===== config.mk =====
export PLATFORM = sky130hd
export DESIGN_NAME = divu_hilo_unit
export DESIGN_NICKNAME = d
export VERILOG_FILES = /design/src/rtl/divu_hilo_unit.sv
export SDC_FILE = /design/constraint.sdc
export NUM_CORES = 1
export LEC_CHECK = 0
export BUFFER_PORTS_ARGS = -buffer_cell sky130_fd_sc_hd__buf_2
export CAP_MARGIN = 20
export CORE_MARGIN = 2
export CORE_UTILIZATION = 25
export CTS_CLUSTER_DIAMETER = 30
export DETAILED_ROUTE_END_ITERATION = 10
export PLACE_DENSITY = 0.4
export SLEW_MARGIN = 20
export SYNTH_ARGS = -nofsm -noshare
export SYNTH_HDL_FRONTEND = slang
export SYNTH_SLANG_ARGS = --single-unit

===== constraint.sdc =====
create_clock -name clk -period 6.2 [get_ports clk]
set_input_delay 0.31 -clock clk [delete_from_list [all_inputs] [get_ports clk]]
set_output_delay 0.31 -clock clk [all_outputs]
set_load 0.1 [all_outputs]

===== src/rtl/divu_hilo_unit.sv =====
// Sequential unsigned restoring divider (one quotient bit per cycle) feeding
// an architectural HI/LO pair that is written only on an explicit commit code.
module divu_hilo_unit #(
    parameter int         WIDTH       = 32,
    parameter int         ITER_W      = 6,
    parameter logic [5:0] DIVU_CODE   = 6'b011011,
    parameter logic [5:0] COMMIT_CODE = 6'b111111,
    parameter logic [5:0] MFHI_CODE   = 6'b010000,
    parameter logic [5:0] MFLO_CODE   = 6'b010010
) (
    input  logic             clk,
    input  logic             rst_n,
    input  logic [5:0]       signal,
    input  logic [WIDTH-1:0] dividend,
    input  logic [WIDTH-1:0] divisor,
    output logic [WIDTH-1:0] result,
    output logic             busy,
    output logic             done,
    output logic             div_by_zero
);

    localparam logic [1:0] ST_IDLE = 2'd0;
    localparam logic [1:0] ST_RUN  = 2'd1;
    localparam logic [1:0] ST_DONE = 2'd2;

    localparam logic [ITER_W-1:0] LAST_ITER = ITER_W'(WIDTH);

    logic [1:0]        state_q, state_d;
    logic [WIDTH-1:0]  r_q, r_d;
    logic [WIDTH-1:0]  q_q, q_d;
    logic [WIDTH-1:0]  b_q, b_d;
    logic [ITER_W-1:0] count_q, count_d;
    logic [WIDTH-1:0]  hi_q, hi_d;
    logic [WIDTH-1:0]  lo_q, lo_d;
    logic              dbz_q, dbz_d;

    // Partial remainder kept one bit wider so divisors above 2^(WIDTH-1) work.
    logic [WIDTH:0]    trial;
    logic [WIDTH:0]    b_ext;

    assign trial = {r_q, q_q[WIDTH-1]};
    assign b_ext = {1'b0, b_q};

    always_comb begin
        state_d = state_q;
        r_d     = r_q;
        q_d     = q_q;
        b_d     = b_q;
        count_d = count_q;
        hi_d    = hi_q;
        lo_d    = lo_q;
        dbz_d   = dbz_q;

        case (state_q)
            ST_IDLE: begin
                if (signal == DIVU_CODE) begin
                    q_d     = dividend;
                    b_d     = divisor;
                    r_d     = '0;
                    count_d = '0;
                    dbz_d   = (divisor == '0);
                    state_d = ST_RUN;
                end
            end
            ST_RUN: begin
                if (signal == DIVU_CODE) begin
                    if (trial >= b_ext) begin
                        r_d = WIDTH'(trial - b_ext);
                        q_d = {q_q[WIDTH-2:0], 1'b1};
                    end else begin
                        r_d = trial[WIDTH-1:0];
                        q_d = {q_q[WIDTH-2:0], 1'b0};
                    end
                    count_d = count_q + 1'b1;
                    if (count_d == LAST_ITER) begin
                        state_d = ST_DONE;
                    end
                end else begin
                    state_d = ST_IDLE;
                end
            end
            ST_DONE: begin
                if (signal == COMMIT_CODE) begin
                    hi_d    = r_q;
                    lo_d    = q_q;
                    state_d = ST_IDLE;
                end else if (signal != DIVU_CODE) begin
                    state_d = ST_IDLE;
                end
            end
            default: state_d = ST_IDLE;
        endcase
    end

    always_ff @(posedge clk) begin
        if (!rst_n) begin
            state_q <= ST_IDLE;
            r_q     <= '0;
            q_q     <= '0;
            b_q     <= '0;
            count_q <= '0;
            hi_q    <= '0;
            lo_q    <= '0;
            dbz_q   <= 1'b0;
        end else begin
            state_q <= state_d;
            r_q     <= r_d;
            q_q     <= q_d;
            b_q     <= b_d;
            count_q <= count_d;
            hi_q    <= hi_d;
            lo_q    <= lo_d;
            dbz_q   <= dbz_d;
        end
    end

    // Reads only ever expose committed HI/LO, never the in-flight R/Q.
    always_comb begin
        result = '0;
        if (signal == MFHI_CODE) begin
            result = hi_q;
        end else if (signal == MFLO_CODE) begin
            result = lo_q;
        end
    end

    assign busy        = (state_q == ST_RUN);
    assign done        = (state_q == ST_DONE);
    assign div_by_zero = dbz_q;

endmodule


==> parameters.txt, run 1 <==
Parameter                              Value

Worst hold path
  Path category of the worst min-delay check ... primary input to flip-flop

Power and ir drop
  Power density over cell area ... around 230 nW/µm²
  Worst-case vdd ir drop ... between 200 and 250 µV
  Leakage power ... between 3 and 4 nW

STA
  Sum of negative setup slack ... 0 ps
  Unrepaired setup endpoints after global routing ... no
  Fin crit period ... between 3000 and 4000 ps
  Endpoints failing hold ... 0
  Period utilization ... 52.0%
  Endpoints failing setup ... 0
  Tightest Pin Transition ... approximately 950 ps
  Highest attainable clock frequency ... 310 MHz
  Tightest slew margin relative to the limit ... a little over a third
  Final worst clock skew ... between 15 and 20 ps
  Max-slew violation count ... 0

Routing
  Routed via count divided by cell count ... between 4 and 5
  Count of nets left with antenna violations after detail routing ... 0
  Detailed Routing Iterations Pass 1 ... 5
  Number of remaining DRC errors ... 0
  Routed length per placed instance ... roughly 16 µm
  Final wirelength ... 27,200 µm
  Routed via count ... 7,999
  Detailed router's first-iteration violation count ... between 400 and 500

Critical path
  Peak fanout along the critical path ... 15
  Setup slack, reg-to-reg ... 2980 ps
  Crit path kind ... flip-flop to flip-flop
  Crit path arrival time ... 3570 ps
  Critical Path Source Type ... flip-flop
  Kind of end point of the critical path ... flip-flop
  Series of cell instances along the critical path ... inv_1, ha_1, o21ai_1, and3b_1, nor4_2, nand3_1, a21bo_1, o311ai_4, nand2_2, o21ai_0
  Req. time, crit path ... 6550 ps
  Largest stage delay, worst path ... 790 ps
  Cell with the biggest individual delay on the critical path ... o311ai_4

Placement
  Count of input and output buffers ... about 110
  Post-DP HPWL ... 19,800 µm
  Final weighted congestion in routability-driven placement ... a little over 0.8
  Total cell area at the placement stage ... between 9000 and 10,000 µm²

Synthesis
  Async SR Flop Fraction ... 0%
  Yosys warning count ... 0
  Post-Synthesis Mean Instance Area ... 7.49 µm²
  Synthesized cell area ... between 8000 and 9000 µm²
  Number of synthesized flops with an enable pin ... 0
  Number of nets in the synthesized netlist ... approximately 1.3k
  Number of synthesized register bits ... between 150 and 200
  Post-synth top flop ... dfxtp_1
  Sequential cell area fraction in the yosys report ... 38.6%
  Number of instances in the synthesized netlist ... between 1k and 1.5k
  Count of cell types in the netlist ... 53

CTS
  Number of clock buffers inserted by TritonCTS ... 17
  CTS tree ... yes
  H-tree levels ... 4
  Setup repair bufs after CTS ... 0
  Clk root buf ... clkbuf_16
  Number of resized instances in the post-cts repair step ... 0
  Clk Latency, worst-skew pair ... about 430 ps
  Number of hold buffers added after CTS ... 0
  Clock-pin slew on the worst setup and hold paths ... about 70 ps
  Number of buffers between clock root and the deepest sink ... 2
  Sink Count ... 169

Die
  Die span in y ... roughly 190 µm
  Die boundary width ... between 150 and 200 µm
  Area enclosed by the die boundary ... 36,600 µm²
  Effective utilization at floorplan ... 25.4%
  Number of top-level pins ... approximately 110
  Std cell rows ... 68
  Floorplan core area ... between 30,000 and 40,000 µm²

Run
  Max-Cap Viols ... 0

Layout
  Net total in the final layout ... approximately 1.3k
  Antenna diodes ... 0
  Fin area ... just over 10,000 µm²
  Layout cell share with drive strength beyond 1 ... a little over an eighth
  Synthesis-to-layout area growth ... 17.3%

Run status
  Run status ... finished clean

Global route
  Largest net degree at the start of global routing ... 70
  Global-route congestion overflow total ... 0
  Antenna violations before repair ... 0
  Overall track demand over capacity in global routing ... between 15 and 20%
  Number of global-route vias before repair ... between 8k and 9k
  Global-route wire length before repair ... approximately 43,000 µm
-- cell families after synthesis --
family,after synthesis,share of synthesized area [%]
xor gates and xnor gates,27,2.70
muxes,42,4.79
AOI/OAI and AO/OA,283,20.3
DFF,169,38.6
buffers and inverters,112,4.98
adders and majority gates,34,4.93
and+or+nand+nor,504,23.8
-- cell type report --
cell class / instances / area (µm²)
tap: 455 / 569
inverter: 38 / 144
clock inverter: 13 / 141
fill: 3866 / 24300
timing repair buffer: 118 / 626
clock buffer: 19 / 453
sequential: 169 / 3380
multi-input combinational: 890 / 4970
-- critical path, delay by kind of cell, from the launching register on --
kind	cells	cell delay, ps
buffers and inverters	1	50
AO/OA/AOI/OAI	4	1400
AND/OR/NAND/NOR	4	990
flip-flops	1	340
adder cells (fa/ha/maj)	1	370
-- routing by layer --
layer	share of wire, %	global-route usage, %	wire (µm)
met4	1.3	3.55	342
met2	49	26.5	13500
met5	0	0	0
met1	47	19.1	12700
met3	2.4	2.66	659
-- synthesized netlist by cell type, drive strengths merged (4+ instances only) --
master    n  share of area, %
or3       4              0.29
nor3      9              0.57
a21oi   122               7.0
a311oi   32               3.2
o21a      6              0.51
buf      14              0.78
xnor2    12               1.2
inv      38               1.6
a22oi     4              0.34
nand2   318                14
clkbuf   60               2.6
ha       33               4.7
nor4     12               1.0
nand3    14              0.80
o21ai    55               3.1
a21boi   21               1.8
nand2b    5              0.36
nand4    12              0.86
o21bai    5              0.43
nor2    109               4.7
a21o      6              0.51
a32oi    13               1.3
mux2i    42               4.8
and3      8              0.57
dfxtp   169                39
xor2     15               1.5
nor2b     4              0.29
-- flip-flops by register name, indices dropped and copies added (netlist names) --
name and flops:
state_q 2, hi_q 32, lo_q 32, b_q 32, q_q 32, count_q 6, div_by_zero 1, r_q 32
-- power breakdown --
group	switching (mW)	leakage, nW	internal [mW]
registers	0.00313	1.36	1.09
clock network	0.474	0.286	0.618
logic	0.101	2.27	0.0627
total	0.578	3.92	1.77
-- cell usage in the layout (no fill, tap or decap), types with 4 or more instances in the layout --
cell	instances
nand3_1	14
nor4_1	10
a21boi_1	7
nand2b_1	5
o21ai_0	38
o21bai_1	5
xnor2_1	12
dfxtp_1	169
nand4_1	12
or3_1	4
inv_1	37
and3_1	8
a21o_1	6
a22oi_1	4
xor2_1	15
clkbuf_16	17
nor3_1	8
nor2_1	106
buf_2	106
nor2b_1	4
a311oi_1	32
o21ai_1	17
clkinv_2	4
buf_4	10
a21oi_1	122
mux2i_1	42
a21boi_0	14
ha_1	33
o21a_1	6
nand2_1	316
a32oi_1	13
-- metrics by stage --
step           setup slack (ps)  hold WS [ps]  total power, mW  utilization [%]  cells
2_1_floorplan              3170           435             1.22                -   1171
3_3_place_gp               2660           441             1.28             28.0   1668
3_5_place_dp               2610           446             1.28             28.0   1669
5_1_grt                    2620           128             2.44             29.8   1702
4_1_cts                    2930           109             2.39             29.8   1701
6_report                   2980           130             2.35             29.8   1702
-- final timing paths --
check                               end         from  depth (start not counted)
worst max-delay path            r_q[27]       b_q[6]                         10
worst min-delay path            b_q[15]  divisor[15]                          3
worst max register to register  r_q[27]       b_q[6]                         10
worst min register to register  b_q[28]      b_q[28]                          2
Power figures use the tool's default switching activity.
==> inputs of run 2 (changes only) <==
ABC_AREA = 1   (was unset)
PLACE_DENSITY = 0.41   (was 0.4)
clock period = 2.95 ns   (was 6.2 ns; I/O delays follow)
==> parameters.txt, run 2 <==
Parameter                              Value

Run status
  Run status ... finished clean

Critical path
  RR Startpoint ... q_q[31]
  Capturing instance or port of the critical path ... r_q[28]
  Crit path arrival time ... 2790 ps (-780 ps)
  Worst setup path startpoint ... q_q[31]
  Critical path depth in cells ... 15 (+5)
  Kind of cell adding the most delay to the critical path ... simple AND/OR/NAND/NOR gates
  R2R depth ... 15 (+5)
  Req. time, crit path ... 3260 ps (-3290 ps)
  Cell with the biggest individual delay on the critical path ... fa_1
  Capturing point of the worst reg2reg path ... r_q[28]
  Largest stage delay, worst path ... 430 ps (-360 ps)
  Setup slack, reg-to-reg ... 470 ps (-2510 ps)
  Kind of end point of the critical path ... flip-flop
  Crit path kind ... flip-flop to flip-flop
  Critical Path Source Type ... flip-flop
  Series of cell instances along the critical path ... inv_1, ha_1, fa_1, inv_1, nand3_1, nand3_1, nand3_1, nand3_1, nand3_1, nand2_1, nand2_1, nand2_1, nand2_1, nand3_1, a21oi_1
  Peak fanout along the critical path ... 3 (-12)
  Number of buffers and inverters on the critical path ... 2 (+1)
  Cell type with the highest occurrence count on the critical path ... nand3_1

Power and ir drop
  Leakage power ... 4.76 nW (+21%)
  Power Total ... 5.20 mW (+120%)
  Worst-case vdd ir drop ... 360 µV (+59%)
  Power density over cell area ... 464 nW/µm² (+100%)

Routing
  Wire length on met3 ... 992 µm (+51%)
  Detailed router's first-iteration violation count ... 424 (-13%)
  Uppermost layer routed ... met5
  Routed via count divided by cell count ... 4.45 (-5.4%)
  Number of remaining DRC errors ... 0 (unchanged)
  Final wirelength ... 30,800 µm (+13%)
  Wl on met1 ... 16,300 µm (+28%)
  Count of nets left with antenna violations after detail routing ... 0 (unchanged)
  Routed via count ... 9,014 (+13%)
  Met2 routed wirelength ... 13,300 µm (-1.5%)
  Detailed Routing Iterations Pass 1 ... 4 (-1)
  Routed length per placed instance ... 15.2 µm (-4.8%)

STA
  Sum of negative setup slack ... 0 ps (unchanged)
  Endpoints failing setup ... 0 (unchanged)
  Max-slew violation count ... 0 (unchanged)
  Final worst clock skew ... 10.3 ps (-7.45 ps)
  Tightest slew margin relative to the limit ... 31.6% (-4.7 points)
  Unrepaired setup endpoints after global routing ... no
  Highest attainable clock frequency ... 403 MHz (+30%)
  Endpoints failing hold ... 0 (unchanged)
  Tightest Pin Transition ... 1030 ps (+73.4 ps)
  Period utilization ... 84.1% (+32 points)
  Worst-case setup margin in the final layout ... 468 ps (-2510 ps)
  Fin crit period ... 2480 ps (-743 ps)

Worst hold path
  Path category of the worst min-delay check ... primary input to flip-flop

Synthesis
  Number of nets in the synthesized netlist ... 1,537 (+20%)
  Largest family of logic cells by synthesized area ... simple AND/OR/NAND/NOR gates
  Count of cell types in the netlist ... 39 (-26%)
  Share of the synthesized area in compound gates (AO/OA/AOI/OAI) ... 20.9% (+0.60 points)
  Number of instances in the synthesized netlist ... 1,431 (+22%)
  Post-synthesis share of cell area spent on and, or, nand and nor gates ... 24.7% (+0.92 points)
  Synthesized cell area ... 9580 µm² (+9.2%)
  Top post-synthesis cells by area ... dfxtp_1, nand2_1, inv_1
  Async SR Flop Fraction ... 0% (unchanged)
  Cell type with the largest total area after synthesis ... dfxtp_1
  Most frequently used cell type in the post-synthesis netlist ... nand2_1
  Number of synthesized register bits ... 169 (unchanged)
  Share of synthesized area spent on multiplexers ... 0% (-4.8 points)
  Yosys warning count ... 0 (unchanged)
  Proportion of netlist area held by the largest area contributor ... 35.3% (-3.2 points)
  Cell types with the highest counts after synthesis ... nand2_1, inv_1, dfxtp_1
  Post-Synthesis Mean Instance Area ... 6.69 µm² (-11%)
  Share of synthesized cell area in full adder, half adder and majority cells ... 4.52% (-0.42 points)
  Post-synth top flop ... dfxtp_1
  Number of synthesized flops with an enable pin ... 0 (unchanged)
  Sequential cell area fraction in the yosys report ... 35.3% (-3.2 points)
  Area share of xor/xnor cells in the synthesized design ... 1.65% (-1.0 points)

Layout
  Layout cell share with drive strength beyond 1 ... 11.6% (-1.7 points)
  Most common cell after layout, fill and taps aside ... nand2_1
  Most frequent cells in the layout ... nand2_1, inv_1, dfxtp_1
  Non-Filler Instances ... 2,027 (+19%)
  Synthesis-to-layout area growth ... 16.9%
  Net total in the final layout ... 1,609 (+20%)

Run
  Max-Cap Viols ... 0 (unchanged)

Die
  Die boundary width ... 200 µm (+4.4%)
  Std cell rows ... 71 (+4.4%)
  Die span in y ... 200 µm (+4.4%)
  Number of top-level pins ... 107 (unchanged)
  Floorplan core area ... 37,700 µm² (+9.0%)
  Effective utilization at floorplan ... 25.4% (+0.037 points)
  Area enclosed by the die boundary ... 39,900 µm² (+9.0%)

Global route
  Overall track demand over capacity in global routing ... 15.7% (+0.64 points)
  Global-route wire length before repair ... 48,200 µm (+12%)
  Number of global-route vias before repair ... 8,582 (+7.2%)
  Largest net degree at the start of global routing ... 129 (+84%)
  Global-route congestion overflow total ... 0 (unchanged)
  Antenna violations before repair ... 2 (+2)

CTS
  Clk root buf ... clkbuf_16
  Clk Latency, worst-skew pair ... 430 ps (about the same)
  Number of buffers between clock root and the deepest sink ... 2 (unchanged)
  CTS tree ... yes
  H-tree levels ... 4 (unchanged)
  Sink Count ... 169 (unchanged)
  Number of resized instances in the post-cts repair step ... 0 (unchanged)
  Clock-pin slew on the worst setup and hold paths ... 70 ps (about the same)
  Number of clock buffers inserted by TritonCTS ... 17 (unchanged)

Placement
  Post-DP HPWL ... 23,300 µm (+18%)
  Instance count after placement with tap cells included ... 1,989 (+19%)
  Worst slack at placement ... 472 ps (-2140 ps)
  Final weighted congestion in routability-driven placement ... 0.899 (+8.7%)
  Count of input and output buffers ... 106 (unchanged)
## run 2: worst min-delay path by stage
stage	end	startpoint	cells past startpoint	slack (ps)
2_1_floorplan	b_q[0]	divisor[0]	2	280
3_3_place_gp	b_q[10]	divisor[10]	3	430
3_5_place_dp	b_q[10]	divisor[10]	3	440
4_1_cts	b_q[17]	divisor[17]	3	1
5_1_grt	b_q[16]	divisor[16]	3	20
6_report	b_q[7]	divisor[7]	3	10
## run 2: cell type report
type                            instances  area (µm²)
Antenna cell                            1        2.50
Clock inverter                         12         119
Multi-Input combinational cell        942        4960
Sequential cell                       169        3380
Timing Repair Buffer                  128         736
Fill cell                            4203       26500
Inverter                              245         920
Tap cell                              511         639
Clock buffer                           19         443
## run 2: layer usage
layer / vias up / global-route usage (%)
li1: 4803 / -
met1: 4053 / 22.7
met2: 133 / 24.5
met3: 23 / 2.49
met4: 2 / 3.48
met5: - / 0
## run 2: metrics by stage
stage                     instance area, µm²  util (%)  hold slack (ps)
after floorplan                         9580         -              282
after global placement                 10600      28.1              432
after detailed placement               10600      28.1              440
after CTS                              11200      29.7             1.12
after global routing                   11200      29.7             23.7
final                                  11200      29.7             13.1
## run 2: repair_timing
item,in CTS,in global routing
hold endpoints to repair,6,0
endpoints found under the setup margin,0,0
hold buffers,6,0
setup buffers,0,0
## run 2: cell families after synthesis
group,Yosys count
and+or+nand+nor,535
AOI/OAI and AO/OA,355
buffers and inverters,320
DFF,169
adders and majority gates,34
xor gates and xnor gates,18
## run 2: power by group
group / total (mW) / leakage, nW / internal, mW / switching (mW)
logic: 0.701 / 3.13 / 0.225 / 0.477
clock network: 2.20 / 0.272 / 1.19 / 1.01
registers: 2.30 / 1.36 / 2.29 / 0.00442
## run 2: worst reg2reg max path, cell delays in order (launching register included)
cell	delay, ps
dfxtp_1	320
inv_1	80
ha_1	240
fa_1	430
inv_1	110
nand3_1	70
nand3_1	220
nand3_1	100
nand3_1	170
nand3_1	190
nand2_1	100
nand2_1	50
nand2_1	80
nand2_1	60
nand3_1	80
a21oi_1	60
==> inputs of run 3 (changes only) <==
PLACE_DENSITY = 0.4   (was 0.41)
clock period = 2.55 ns   (was 2.95 ns; I/O delays follow)
==> parameters.txt, run 3 (synthesis results as in run 2) <==
Parameter                              Value

Global route
  Global-route congestion overflow total ... 0 (unchanged)
  Antenna violations before repair ... 0 (-2)
  Number of global-route vias before repair ... 8,833 (+2.9%)
  Overall track demand over capacity in global routing ... 15.9% (+0.20 points)
  Largest net degree at the start of global routing ... 97 (-25%)
  Global-route wire length before repair ... 49,000 µm (+1.6%)

Run status
  Run status ... finished clean

STA
  Highest attainable clock frequency ... 420 MHz (+4.2%)
  Endpoints failing setup ... 0 (unchanged)
  Tightest Pin Transition ... 629 ps (-397 ps)
  Unrepaired setup endpoints after global routing ... no
  Final worst clock skew ... 10.5 ps (+0.157 ps)
  Tightest slew margin relative to the limit ... 57.7% (+26 points)
  Period utilization ... 93.4% (+9.3 points)
  Max-slew violation count ... 0 (unchanged)
  Fin crit period ... 2380 ps (-100 ps)
  Sum of negative setup slack ... 0 ps (unchanged)
  Endpoints failing hold ... 0 (unchanged)

Power and ir drop
  Power density over cell area ... 510 nW/µm² (+9.9%)
  Power Total ... 6.23 mW (+20%)
  Internal Pwr Total ... 4.37 mW (+18%)
  Leakage power ... 5.10 nW (+7.1%)
  Part of the total power dissipated in the clock network ... 42.9% (+0.6 points)
  Switching power as a share of total power ... 29.8% (+1.2 points)
  Sequential share of power ... 42.6% (-1.6 points)
  Logic pwr share ... 14.5% (+1.0 points)
  Sw Pwr ... 1.86 mW (+25%)
  Worst-case vdd ir drop ... 473 µV (+31%)

Layout
  Combined flip-flop and latch cell area ... 3390 µm² (about the same)
  Fin area ... 12,200 µm² (+9.1%)
  Synthesis-to-layout area growth ... 27.6%
  Layout cell share with drive strength beyond 1 ... 13.9% (+2.2 points)
  Combined area of the multi-input logic cells ... 5000 µm² (+0.76%)
  Filler cell count in the final layout ... 4,136 (-1.6%)
  Antenna diodes ... 0 (-1)
  Net total in the final layout ... 1,658 (+3.0%)
  Most frequent cells in the layout ... nand2_1, inv_1, dfxtp_1
  Most common cell after layout, fill and taps aside ... nand2_1

Critical path
  R2R depth ... 15 (unchanged)
  Peak fanout along the critical path ... 3 (unchanged)
  Critical Path Source Type ... flip-flop
  Crit path arrival time ... 2730 ps (-60 ps)
  Kind of end point of the critical path ... flip-flop
  Req. time, crit path ... 2890 ps (-370 ps)
  Capturing point of the worst reg2reg path ... r_q[20]
  Setup slack, reg-to-reg ... 170 ps (-300 ps)
  RR Startpoint ... q_q[31]
  Worst setup path startpoint ... q_q[31]
  Crit path kind ... flip-flop to flip-flop

CTS
  H-tree levels ... 4 (unchanged)
  Clock-pin slew on the worst setup and hold paths ... 80 ps (about the same)
  Sink Count ... 169 (unchanged)
  CTS tree ... yes
  Clk Latency, worst-skew pair ... 460 ps (+30 ps)
  Clk root buf ... clkbuf_16
  Number of buffers between clock root and the deepest sink ... 2 (unchanged)
  Number of clock buffers inserted by TritonCTS ... 17 (unchanged)

Placement
  Count of input and output buffers ... 106 (unchanged)
  Total cell area at the placement stage ... 11,300 µm² (+6.6%)
  Post-DP HPWL ... 23,600 µm (+1.6%)
  Final weighted congestion in routability-driven placement ... 0.887 (-1.3%)

Die
  Area enclosed by the die boundary ... 39,900 µm² (unchanged)
  Std cell rows ... 71 (unchanged)
  Die boundary width ... 200 µm (unchanged)
  Number of top-level pins ... 107 (unchanged)
  Die span in y ... 200 µm (unchanged)
  Floorplan core area ... 37,700 µm² (unchanged)
  Effective utilization at floorplan ... 25.4% (unchanged)

Worst hold path
  Hold Crit Depth ... 3 (unchanged)
  Path category of the worst min-delay check ... primary input to flip-flop
  Worst Hold End ... b_q[23]
  Worst Hold Launch ... divisor[23]

Routing
  Final wirelength ... 31,000 µm (+0.51%)
  Routed length per placed instance ... 14.9 µm (-1.9%)
  Detailed router's first-iteration violation count ... 518 (+22%)
  Routed via count ... 9,239 (+2.5%)
  Routed via count divided by cell count ... 4.45 (about the same)
  Number of remaining DRC errors ... 0 (unchanged)
  Detailed Routing Iterations Pass 1 ... 5 (+1)
  Count of nets left with antenna violations after detail routing ... 0 (unchanged)

Run
  Max-Cap Viols ... 0 (unchanged)
## run 3: changes by cell type in the layout (fill, tap and decap cells not counted), sizes merged
cell and delta:
clkinv -2, buf +24, dlygate4sd3 +25, clkbuf -2, diode -1, inv +5
## run 3: area by class of cell
type / count / area share, %
Multi-Input combinational cell: 942 / 40.9
Sequential cell: 169 / 27.7
Timing Repair Buffer: 177 / 13.9
Inverter: 245 / 7.52
Tap cell: 511 / 5.23
Clock buffer: 17 / 3.48
Clock inverter: 15 / 1.28
## run 3: through the flow
step | hold WS, ps | util, % | worst slack [ps] | cells
after floorplan | 262 | - | 181 | 1431
after global placement | 412 | 29.9 | 16.0 | 2011
after detailed placement | 420 | 29.9 | 10.2 | 2011
after CTS | 1.03 | 32.3 | 9.32 | 2074
after global routing | 16.3 | 32.5 | 4.99 | 2076
final | 10.8 | 32.5 | 168 | 2076
## run 3: how the worst max path moves through the flow
stage / end / depth (start not counted)
finish: r_q[20] / 15
global route: r_q[30] / 16
CTS: r_q[7] / 12
detailed placement: r_q[13] / 12
global placement: r_q[8] / 12
floorplan: result[10] / 6
## run 3: routing by layer
metal / vias up / share of wire (%) / wire, µm / track usage (%)
li1: 4891 / - / - / -
met1: 4184 / 52 / 16200 / 22.8
met2: 140 / 43 / 13300 / 24.8
met3: 24 / 3.6 / 1110 / 2.54
met4: 0 / 1.3 / 404 / 4.22
met5: - / 0 / 0 / 0
## run 3: what timing repair did
item                                    CTS  global route
endpoints found under the hold margin    31             0
endpoints found under the setup margin    0            32
buffers inserted                          0             2
hold buffers                             31             0
resized for setup                         0            14
## run 3: power by group through the flow
stage | registers [mW] | clock network (mW) | logic (mW)
after floorplan | 2.72 | 0 | 0.550
after global placement | 2.72 | 0 | 0.852
after detailed placement | 2.72 | 0 | 0.850
after CTS | 2.65 | 2.75 | 0.892
after global routing | 2.66 | 2.86 | 1.02
final | 2.65 | 2.67 | 0.905
## run 3: critical path: stages, from the launching register on
cell,delay (ps)
dfxtp_1,330
inv_1,80
ha_1,250
fa_1,430
inv_1,110
nand3_1,70
nand3_1,150
nand3_1,100
nand3_1,180
nand3_1,150
nand2_1,80
nand2_1,50
nand2_1,90
nand2_1,80
nand3_1,70
a21oi_1,60
